<file path="config.mk">
export PLATFORM = sky130hd
export DESIGN_NAME = cpu6_fetch_buf
export DESIGN_NICKNAME = d
export VERILOG_FILES = /design/src/rtl/cpu6_fetch_buf_pkg.sv /design/src/rtl/cpu6_fetch_fifo.sv /design/src/rtl/cpu6_fetch_buf.sv
export SDC_FILE = /design/constraint.sdc
export NUM_CORES = 1
export LEC_CHECK = 0
export ABC_AREA = 1
export BUFFER_PORTS_ARGS = -buffer_cell sky130_fd_sc_hd__buf_2
export CORE_MARGIN = 4
export CORE_UTILIZATION = 50
export CTS_CLUSTER_DIAMETER = 200
export CTS_CLUSTER_SIZE = 30
export DETAILED_ROUTE_END_ITERATION = 8
export GPL_TIMING_DRIVEN = 0
export HOLD_SLACK_MARGIN = 0.02
export PLACE_DENSITY = 0.74
export SYNTH_ARGS = -nofsm -noshare
export SYNTH_HDL_FRONTEND = slang
export SYNTH_SLANG_ARGS = --single-unit
export TNS_END_PERCENT = 100
</file>
<file path="constraint.sdc">
create_clock -name clk -period 3 [get_ports clk]
set_clock_uncertainty 0.2 [all_clocks]
set_input_delay 0.45 -clock clk [delete_from_list [all_inputs] [get_ports clk]]
set_output_delay 0.45 -clock clk [all_outputs]
set_load 0.05 [all_outputs]
</file>
<file path="src/rtl/cpu6_fetch_buf_pkg.sv">
// Shared constants for the cpu6 instruction prefetch buffer.
package cpu6_fetch_buf_pkg;

  localparam int                   CPU6_XLEN      = 32;
  localparam int                   FETCH_DEPTH    = 2;
  localparam logic [CPU6_XLEN-1:0] FETCH_RESET_PC = 32'h0000_0000;

  // Width of a counter able to hold 0..depth inclusive.
  function automatic int cnt_w(input int depth);
    return $clog2(depth + 1);
  endfunction

endpackage

</file>
<file path="src/rtl/cpu6_fetch_fifo.sv">
// DEPTH x XLEN instruction queue: push/pop/clear, occupancy count, head word.
module cpu6_fetch_fifo
  import cpu6_fetch_buf_pkg::*;
#(
  parameter  int DEPTH = FETCH_DEPTH,
  parameter  int XLEN  = CPU6_XLEN,
  localparam int AW    = $clog2(DEPTH),
  localparam int CW    = cnt_w(DEPTH)
) (
  input  logic            clk,
  input  logic            rst_n,
  input  logic            clr,
  input  logic            push,
  input  logic [XLEN-1:0] wdata,
  input  logic            pop,
  output logic [CW-1:0]   count,
  output logic [XLEN-1:0] head
);

  logic [DEPTH-1:0][XLEN-1:0] mem;
  logic [AW-1:0]              rd_ptr;
  logic [AW-1:0]              wr_ptr;

  assign head = mem[rd_ptr];

  // Storage and pointers; DEPTH is a power of two so pointers wrap naturally.
  // Callers never push when full or pop when empty.
  always_ff @(posedge clk or negedge rst_n) begin
    if (!rst_n) begin
      mem    <= '0;
      rd_ptr <= '0;
      wr_ptr <= '0;
      count  <= '0;
    end else if (clr) begin
      rd_ptr <= '0;
      wr_ptr <= '0;
      count  <= '0;
    end else begin
      if (push) begin
        mem[wr_ptr] <= wdata;
        wr_ptr      <= wr_ptr + 1'b1;
      end
      if (pop) rd_ptr <= rd_ptr + 1'b1;
      count <= count + CW'(push) - CW'(pop);
    end
  end

endmodule

</file>
<file path="src/rtl/cpu6_fetch_buf.sv">
// Prefetch buffer ahead of the cpu6 fetch port: sequential word fetches,
// in-order response queueing, and redirect with in-flight response discard.
module cpu6_fetch_buf
  import cpu6_fetch_buf_pkg::*;
#(
  parameter int              XLEN     = CPU6_XLEN,
  parameter int              DEPTH    = FETCH_DEPTH,
  parameter logic [XLEN-1:0] RESET_PC = XLEN'(FETCH_RESET_PC)
) (
  input  logic            clk,
  input  logic            reset,
  input  logic            redir_valid,
  input  logic [XLEN-1:0] redir_pc,
  output logic            out_valid,
  input  logic            out_ready,
  output logic [XLEN-1:0] out_instr,
  output logic [XLEN-1:0] out_pc,
  output logic            mem_req_valid,
  input  logic            mem_req_ready,
  output logic [XLEN-1:0] mem_req_addr,
  input  logic            mem_rsp_valid,
  input  logic [XLEN-1:0] mem_rsp_data
);

  localparam int          CW      = cnt_w(DEPTH);
  localparam logic [CW:0] DEPTH_C = (CW+1)'(DEPTH);

  logic [XLEN-1:0] fetch_pc;
  logic [XLEN-1:0] head_pc;
  logic [XLEN-1:0] redir_tgt;
  logic [CW-1:0]   outst;
  logic [CW-1:0]   discard;
  logic [CW-1:0]   count;
  logic [CW-1:0]   outst_after_rsp;
  logic            req_fire;
  logic            rsp;
  logic            keep;
  logic            pop;

  assign redir_tgt = redir_pc & ~XLEN'(3);

  // A stray response with nothing outstanding is ignored so outst cannot underflow.
  assign rsp             = mem_rsp_valid & (outst != '0);
  assign outst_after_rsp = outst - CW'(rsp);

  // Requests are capped so every outstanding response already owns a queue slot.
  assign mem_req_valid = reset & ~redir_valid &
                         (({1'b0, outst} + {1'b0, count}) < DEPTH_C);
  assign mem_req_addr  = fetch_pc;
  assign req_fire      = mem_req_valid & mem_req_ready;

  assign out_valid = (count != '0);
  assign out_pc    = head_pc;
  assign pop       = out_valid & out_ready & ~redir_valid;
  assign keep      = rsp & (discard == '0) & ~redir_valid;

  // PC and in-flight bookkeeping; a redirect overrides everything in its cycle
  // and marks every response still in flight as stale.
  always_ff @(posedge clk or negedge reset) begin
    if (!reset) begin
      fetch_pc <= RESET_PC;
      head_pc  <= RESET_PC;
      outst    <= '0;
      discard  <= '0;
    end else if (redir_valid) begin
      fetch_pc <= redir_tgt;
      head_pc  <= redir_tgt;
      outst    <= outst_after_rsp;
      discard  <= outst_after_rsp;
    end else begin
      if (req_fire) fetch_pc <= fetch_pc + XLEN'(4);
      if (pop)      head_pc  <= head_pc + XLEN'(4);
      outst <= outst_after_rsp + CW'(req_fire);
      if (rsp && (discard != '0)) discard <= discard - 1'b1;
    end
  end

  cpu6_fetch_fifo #(.DEPTH(DEPTH), .XLEN(XLEN)) u_fifo (
    .clk   (clk),
    .rst_n (reset),
    .clr   (redir_valid),
    .push  (keep),
    .wdata (mem_rsp_data),
    .pop   (pop),
    .count (count),
    .head  (out_instr)
  );

  // Memory must never answer a request that was not made.
  a_rsp_has_req: assert property (@(posedge clk) disable iff (!reset)
                                  mem_rsp_valid |-> (outst != '0));

endmodule
</file>
* Yosys cells after proc, flatten, opt, wreduce, memory -nomap -nowiden
Index checks and enable logic that the tools add are counted.
** Storage, ports and cells
- Register bits :: 136
- Input bits :: 70
- Output and inout port bits :: 98
** Operators by class
- Add/sub/neg operators :: 10
- Magnitude comparators :: 4
- Mux-type cells :: 17
- Bitwise operators :: 9
- Reductions and logical operators :: 11
** Operators by type and width (number)
- 32-bit 2-to-1 mux :: 7
- 32-bit by 3-bit adder with 32-bit output, second input constant :: 2
- 64-bit bitwise mux :: 1
- 32-bit demux with 1-bit select :: 1
- 2-bit nonzero test :: 7
- 1-bit bitwise AND :: 8
- 2-bit 2-to-1 mux :: 4
- 2-bit by 1-bit adder with 2-bit output :: 2
- 1-bit by 2-bit less-than comparator with 1-bit output, second input constant :: 2
- 1-bit 2-to-1 mux :: 4
- 2-bit by 1-bit subtractor with 2-bit output :: 2
- 2-bit by 2-bit adder with 3-bit output :: 1
- 3-bit by 2-bit less-than comparator with 1-bit output, second input constant :: 1
- 1-bit adder, second input constant :: 2
- 1-bit logical AND :: 2
- 2-bit logical NOT :: 1
- 2-bit AND reduction :: 1
- 2-bit by 1-bit subtractor with 2-bit output, second input constant :: 1
- 1-bit >= comparator, second input constant :: 1
- 1-bit inverter :: 1

* Logic depth before layout (Yosys ltp)
Gate-level depths: netlist (run 1).
- Word-level depth :: 7
- Depth in mapped cells :: 11

* Cells and area by module
From an unflattened synthesis (run 1), not the netlist that was laid out.
** Second synthesis, totals
- Cell total of the unflattened synthesis :: 981
- Area, all modules :: 7572.3 um^2
** By module, submodules not included
- cpu6_fetch_buf :: times used 1, cells an instance 683, area each 4515.6 um^2, seq. area each 1601.5 um^2
- cpu6_fetch_fifo :: times used 1, cells an instance 298, area each 3056.7 um^2, seq. area each 1701.6 um^2

* Worst setup path before layout (run 1)
OpenSTA, ideal clock, no wires.
- Path kind :: register to register
- Start :: register u_fifo.count[1]
- End :: register u_fifo.count[1]
- Data arrival time :: 2022 ps
- Slack :: 647 ps
- Stages on the path, launching flop included :: 12
- Clock period less this slack :: 2353 ps
- Path through :: dfrtp_1 or2_1 nand2_2 inv_2 nand2_2 inv_2 buf_6 ha_1 inv_1 ha_1 xor2_1 nor2_1
** On the way
- Longest elaborated chain between the ends :: 5
** Ends and longest elaborated chain
- start, declared :: line cpu6_fetch_fifo.sv:16 : output logic [CW-1:0] count,
- start signal, assigned :: line cpu6_fetch_fifo.sv:44 : count <= count + CW'(push) - CW'(pop);
- 2-bit nonzero test :: line cpu6_fetch_buf.sv:52 : assign out_valid = (count != '0);
- net out_valid :: line cpu6_fetch_buf.sv:14 : output logic out_valid,
- 1-bit bitwise AND (2 in series) :: line cpu6_fetch_buf.sv:54 : assign pop = out_valid & out_ready & ~redir_valid;
- 2-bit by 1-bit subtractor with 2-bit output :: line cpu6_fetch_fifo.sv:44
- 2-bit 2-to-1 mux :: line cpu6_fetch_fifo.sv:34 : end else if (clr) begin
The timed path passes the listed nets, and every way through them passes these cells.
A chain may end at the register's enable or synchronous reset.

* Worst setup path after layout (run 1)
- Start :: register u_fifo.rd_ptr
- End :: output port out_instr[26]
** On the way
- Longest elaborated chain between the ends :: 2
** Ends and longest elaborated chain
- start, declared :: line cpu6_fetch_fifo.sv:21 : logic [AW-1:0] rd_ptr;
- start signal, assigned :: line cpu6_fetch_fifo.sv:43 : if (pop) rd_ptr <= rd_ptr + 1'b1;
- 32-bit 2-to-1 mux (implied by the code) (2 in series) :: line cpu6_fetch_fifo.sv:24 : assign head = mem[rd_ptr];
- end, declared :: line cpu6_fetch_buf.sv:16 : output logic [XLEN-1:0] out_instr,
Every way passes these cells. The select of a mux whose other input is x is not followed.

==> results of run 1 <==
## critical path, stage by stage (launching register included)
cell and delay [ps]:
dfrtp_1 360, clkbuf_1 180, inv_1 190, clkbuf_1 430
nand2_1 100, nand2_1 120, buf_2 270
## cell families after synthesis
group                    count (synthesis)
AND/OR/NAND/NOR                        573
flip-flops                             132
adder cells (fa/ha/maj)                  8
XOR/XNOR                                27
other                                    1
buffers and inverters                  156
AO/OA/AOI/OAI                          131
## sequential cells by signal (all words and copies together) (netlist names)
name	cells
mem_req_addr	30
outst	2
u_fifo.mem	64
discard	2
u_fifo.rd_ptr	1
out_pc	30
u_fifo.count	2
u_fifo.wr_ptr	1
## synthesized netlist by cell type (all sizes together)
library cell,number,area [um^2]
clkbuf,14,52.6
dfrtp,132,3300
o21ai,96,556
nand3b,2,15.0
xor2,22,193
a21oi,12,63.8
a31oi,3,18.8
ha,7,87.6
or2,1,6.26
nor3,9,66.3
and2,2,12.5
nand2,401,1550
o221ai,4,35.0
a31o,1,8.76
xnor2,5,43.8
o21bai,4,30.0
buf,25,203
inv,117,439
nand3,64,320
o211ai,11,87.6
nand4,12,90.1
conb,1,3.75
fa,1,20.0
nor2,82,384
## worst max-delay path by stage
| stage | startpoint | end | slack, ps | cells past startpoint |
|---|---|---|---|---|
| floorplan | u_fifo.count[1] | u_fifo.count[1] | 650 | 11 |
| global placement | reset | outst[1] | -1780 | 8 |
| detailed placement | reset | outst[1] | 80 | 9 |
| CTS | u_fifo.rd_ptr | out_instr[26] | 250 | 6 |
| global route | u_fifo.rd_ptr | out_instr[23] | 130 | 6 |
| finish | u_fifo.rd_ptr | out_instr[26] | 260 | 6 |
## final cells by class
| class | count | area share (%) |
|---|---|---|
| clock buffers | 17 | 4.58 |
| multi-input cells | 743 | 38.8 |
| well taps | 184 | 2.48 |
| repair buffers | 161 | 8.99 |
| plain buffers | 39 | 2.75 |
| inverters | 117 | 4.73 |
| clock inverters | 15 | 2.12 |
| flip-flops and latches | 132 | 35.6 |
## metal layers
layer | share of wire (%) | routed length, um | track usage, %
met1 | 42 | 9350 | 33.3
met2 | 47 | 10600 | 42.8
met3 | 7.4 | 1660 | 7.38
met4 | 3.7 | 840 | 9.57
met5 | 0 | 0 | 0
## power by group through the flow
stage | Sequential, uW | Combinational [uW] | Clock [uW]
after floorplan | 3170 | 2180 | 0
final | 2770 | 3450 | 2220
after global routing | 2850 | 3750 | 2320
after detailed placement | 2780 | 3440 | 0
after global placement | 2760 | 3390 | 0
after CTS | 2760 | 3470 | 2240
## per-stage QoR
stage	setup WS, ps	std cells
2_1_floorplan	647	1031
5_1_grt	134	1408
3_3_place_gp	-1780	1375
4_1_cts	252	1408
6_report	263	1408
3_5_place_dp	78.3	1376
==> flow_summary.yaml, run 1 <==
worst_setup_path:
  crit_fanout: 10
  r2r_slack_ps: 430
  critPathLaunchType: "register"
  r2r-start: "outst[0]"
  reg2reg_depth: 11
  cp.arrival_ps: 2090
  timing.rr.end: "outst[1]"
  required_ps: 2350
  critPathCaptureType: "output pin"
  criticalPathCategory: "register to output pin"
drt:
  via_per_inst: 5.23
  ant_nets: 0
  drc: 0
  wire_per_inst_um: 15.9
  vias: 7366
  first_pass_iters: 5
  routed_wl_um: 22400
  dr.first_iter.drc_count: 541
power_and_ir_drop:
  vdd_drop_max_v: 0.000840
  p_clk_share_pct: 26.3
  p_total_uw: 8440
  p_switching_uw: 3860
  share_comb_of_total_power_pct: 40.9
  powerDensity_mw_per_mm2: 909
  power_switching_share_pct: 45.7
  power.internal_uw: 4580
  p_leak_uw: 0.00492
  seqPwrFrac_pct: 32.8
clocking:
  clk_pin_slew_ps: 60
  cts_buffer_depth: 2
  cts_buffers: 17
  cts_resized: 0
  cts_tree: "done"
  cts_setup_buffers: 0
  cts_max_level: 4
  clkLatencyLatePin_ps: 430
  cts_sinks: 132
  cts-root-buf: "clkbuf_16"
floorplan:
  die_w_um: 131
  row_count: 44
  start_util_pct: 51.6
  die-height_um: 131
  ios: 168
  dieArea_mm2: 0.0172
  coreArea_mm2: 0.0147
layout:
  multi_input_area_mm2: 0.00360
  final_cell_mix: "nand2_1 (389), buf_2 (168), dfrtp_1 (132)"
  diodes: 0
  final_util_pct: 63.2
  syn_to_final_growth_pct: 22.4
  register_area_mm2: 0.00330
  final_common_cell: "nand2_1"
  nFillCells: 1331
  layout.nets: 1289
  final_area_mm2: 0.00928
  drive_gt1_share_pct: 23.0
timing:
  worst_hold_slack_ps: -164
  hold_viol: 77
  post-route-period-util_pct: 91.2
  drv_slew: 0
  tns_ps: 0
  setup_viol: 0
  timing.fmax_mhz: 365
  worstMarginPinSlew_ps: 756
  slew_headroom_pct: 49.6
  rsz0062_at_grt: "no"
  min_period_ps: 2740
yosys:
  yosysWarnings: 0
  synth_compound_area_share_pct: 10.5
  syn_avg_cell_area_um2: 7.38
  synth_top_family_by_area: "simple AND/OR/NAND/NOR gates"
  netlist_area_mm2: 0.00758
  synthDistinctLibCells: 39
  synthMuxAreaShare_pct: 0
  synth-simple-area-share_pct: 32.2
  yosysSeqAreaShare_pct: 43.5
  synthXorXnorAreaFrac_pct: 3.12
  syn_inst: 1028
  ys_seq_elements: 132
  synth-adder-area-share_pct: 1.42
placed_design:
  dpl_cell_area_mm2: 0.00866
  io_buffers: 160
  dp_hpwl_um: 16600
  place.gp.congestion: 0.929
grt:
  grt_usage_pct: 26.1
  grt_overflow: 0
  grt_max_degree: 79
  antenna_found_initial: 0
  grt_pass1_vias: 7046
  grt_first_pass_wirelength_um: 36100
run:
  maxCapViolCount: 0
status:
  violations: "negative hold slack"
  status: "finished, violations left"
worst_hold_path:
  min_path_type: "input port to asynchronous set/reset pin"
(Power assumes the default switching activity.)
==> run 2: changes to the inputs <==
--- a/config.mk
+++ b/config.mk
@@ -7,6 +7,8 @@
 export LEC_CHECK = 0
 export ABC_AREA = 1
 export BUFFER_PORTS_ARGS = -buffer_cell sky130_fd_sc_hd__buf_2
+export CAP_MARGIN = 10
+export CORE_ASPECT_RATIO = 0.5
 export CORE_MARGIN = 4
 export CORE_UTILIZATION = 50
 export CTS_CLUSTER_DIAMETER = 200
@@ -14,7 +16,7 @@
 export DETAILED_ROUTE_END_ITERATION = 8
 export GPL_TIMING_DRIVEN = 0
 export HOLD_SLACK_MARGIN = 0.02
-export PLACE_DENSITY = 0.74
+export PLACE_DENSITY = 0.81
 export SYNTH_ARGS = -nofsm -noshare
 export SYNTH_HDL_FRONTEND = slang
 export SYNTH_SLANG_ARGS = --single-unit
==> flow_summary.yaml, run 2 (synthesized netlist as in run 1, its figures left out) <==
placed_design:
  io_buffers: 160
  dpl_cell_area_mm2: 0.00868
  dp_hpwl_um: 16600
  place.gp.congestion: 0.930
  dp.cells: 1390
grt:
  grt_max_degree: 70
  grt_first_pass_wirelength_um: 36100
  grt_overflow: 0
  grt_pass1_vias: 7264
  antenna_found_initial: 0
  grt_usage_pct: 26.1
layout:
  diodes: 0
  drive_gt1_share_pct: 23.0
  final_common_cell: "nand2_1"
  nFillCells: 1306
  final_cell_mix: "nand2_1 (389), buf_2 (168), dfrtp_1 (132)"
  final_area_mm2: 0.00928
  largest_register_ffs: 64
  syn_to_final_growth_pct: 22.3
  layout.cells.non_filler: 1424
  final_util_pct: 63.3
  layout.nets: 1291
  largest_register: "u_fifo.mem"
floorplan:
  die_w_um: 182
  ios: 168
  coreArea_mm2: 0.0147
  die-height_um: 95.1
  dieArea_mm2: 0.0173
  row_count: 31
  start_util_pct: 51.7
status:
  status: "completed"
power_and_ir_drop:
  share_comb_of_total_power_pct: 41.9
  power_switching_share_pct: 47.4
  p_total_uw: 8260
  seqPwrFrac_pct: 33.7
  vdd_drop_max_v: 0.000749
  p_clk_share_pct: 24.5
  p_leak_uw: 0.00491
  p_switching_uw: 3910
  power.internal_uw: 4350
  powerDensity_mw_per_mm2: 891
worst_setup_path:
  crit_fanout: 10
  critPathCaptureType: "output pin"
  required_ps: 2350
  cp.arrival_ps: 2130
  critPathLaunchType: "register"
  criticalPathCategory: "register to output pin"
timing:
  worstMarginPinSlew_ps: 593
  post-route-period-util_pct: 92.6
  slew_headroom_pct: 60.5
  hold_viol: 0
  timing.fmax_mhz: 360
  worst_hold_slack_ps: 77.9
  rsz0062_at_grt: "no"
  setup_viol: 0
  min_period_ps: 2780
  drv_slew: 0
drt:
  vias: 7544
  routed_wl_um: 22400
  drc: 0
  wire_per_inst_um: 15.8
  via_per_inst: 5.30
  first_pass_iters: 5
  ant_nets: 0
  dr.first_iter.drc_count: 705
clocking:
  cts_tree: "done"
  cts_resized: 0
  cts-root-buf: "clkbuf_16"
  cts_sinks: 132
  cts_buffers: 17
  clk_pin_slew_ps: 70
  clkLatencyLatePin_ps: 420
  cts_max_level: 4
  cts_buffer_depth: 2
run:
  maxCapViolCount: 0
worst_hold_path:
  min_path_type: "input port to register"
-- run 2: cell type report --
type                       count  area [um^2]  share of cell area (%)
buffer                        39          255                    2.75
clock buffer                  17          425                    4.59
clock inverter                15          135                    1.46
inverter                     117          439                    4.73
multi-input combinational    743         3600                    38.8
sequential                   132         3300                    35.6
tap                          198          248                    2.67
timing repair buffer         163          872                    9.40
-- run 2: worst max-delay path, cell delays in order, from the launching register on --
cell and delay [ps]:
dfrtp_1 360, clkbuf_1 200, inv_1 210, clkbuf_1 440, nand2_1 120, nand2_1 120, buf_2 270
-- run 2: stage by stage --
stage,setup WS (ps),setup TNS (ps)
after floorplan,647,0
after global placement,-1790,-130670
after detailed placement,65.1,0
after CTS,254,0
after global routing,19.6,0
final,223,0
-- run 2: what timing repair did --
item,in CTS,in global routing
setup buffers,0,0
hold buffers,2,0
hold endpoints to repair,69,0
-- run 2: final timing paths --
| check | start | endpoint | slack [ps] | depth (start not counted) |
|---|---|---|---|---|
| max | u_fifo.rd_ptr | out_instr[31] | 220 | 6 |
| min | mem_rsp_data[16] | u_fifo.mem[48] | 80 | 3 |
| max reg2reg | u_fifo.count[0] | outst[1] | 430 | 11 |
| min reg2reg | u_fifo.mem[12] | u_fifo.mem[12] | 280 | 2 |
| max in group asynchronous | reset | out_pc[2] | 1890 | 3 |
| min in group asynchronous | reset | u_fifo.mem[50] | 400 | 3 |
-- run 2: routing by layer --
layer | global-route usage [%] | routed length (um)
met5 | 0 | 0
met4 | 8.18 | 383
met2 | 43.8 | 10600
met3 | 4.80 | 1650
met1 | 35.0 | 9780
-- run 2: power groups by stage --
stage	clock network (uW)	logic [uW]	registers (uW)
after detailed placement	0	3450	2790
final	2020	3460	2780
after global routing	2130	3750	2850
after global placement	0	3360	2760
after CTS	2030	3470	2770
after floorplan	0	2180	3170
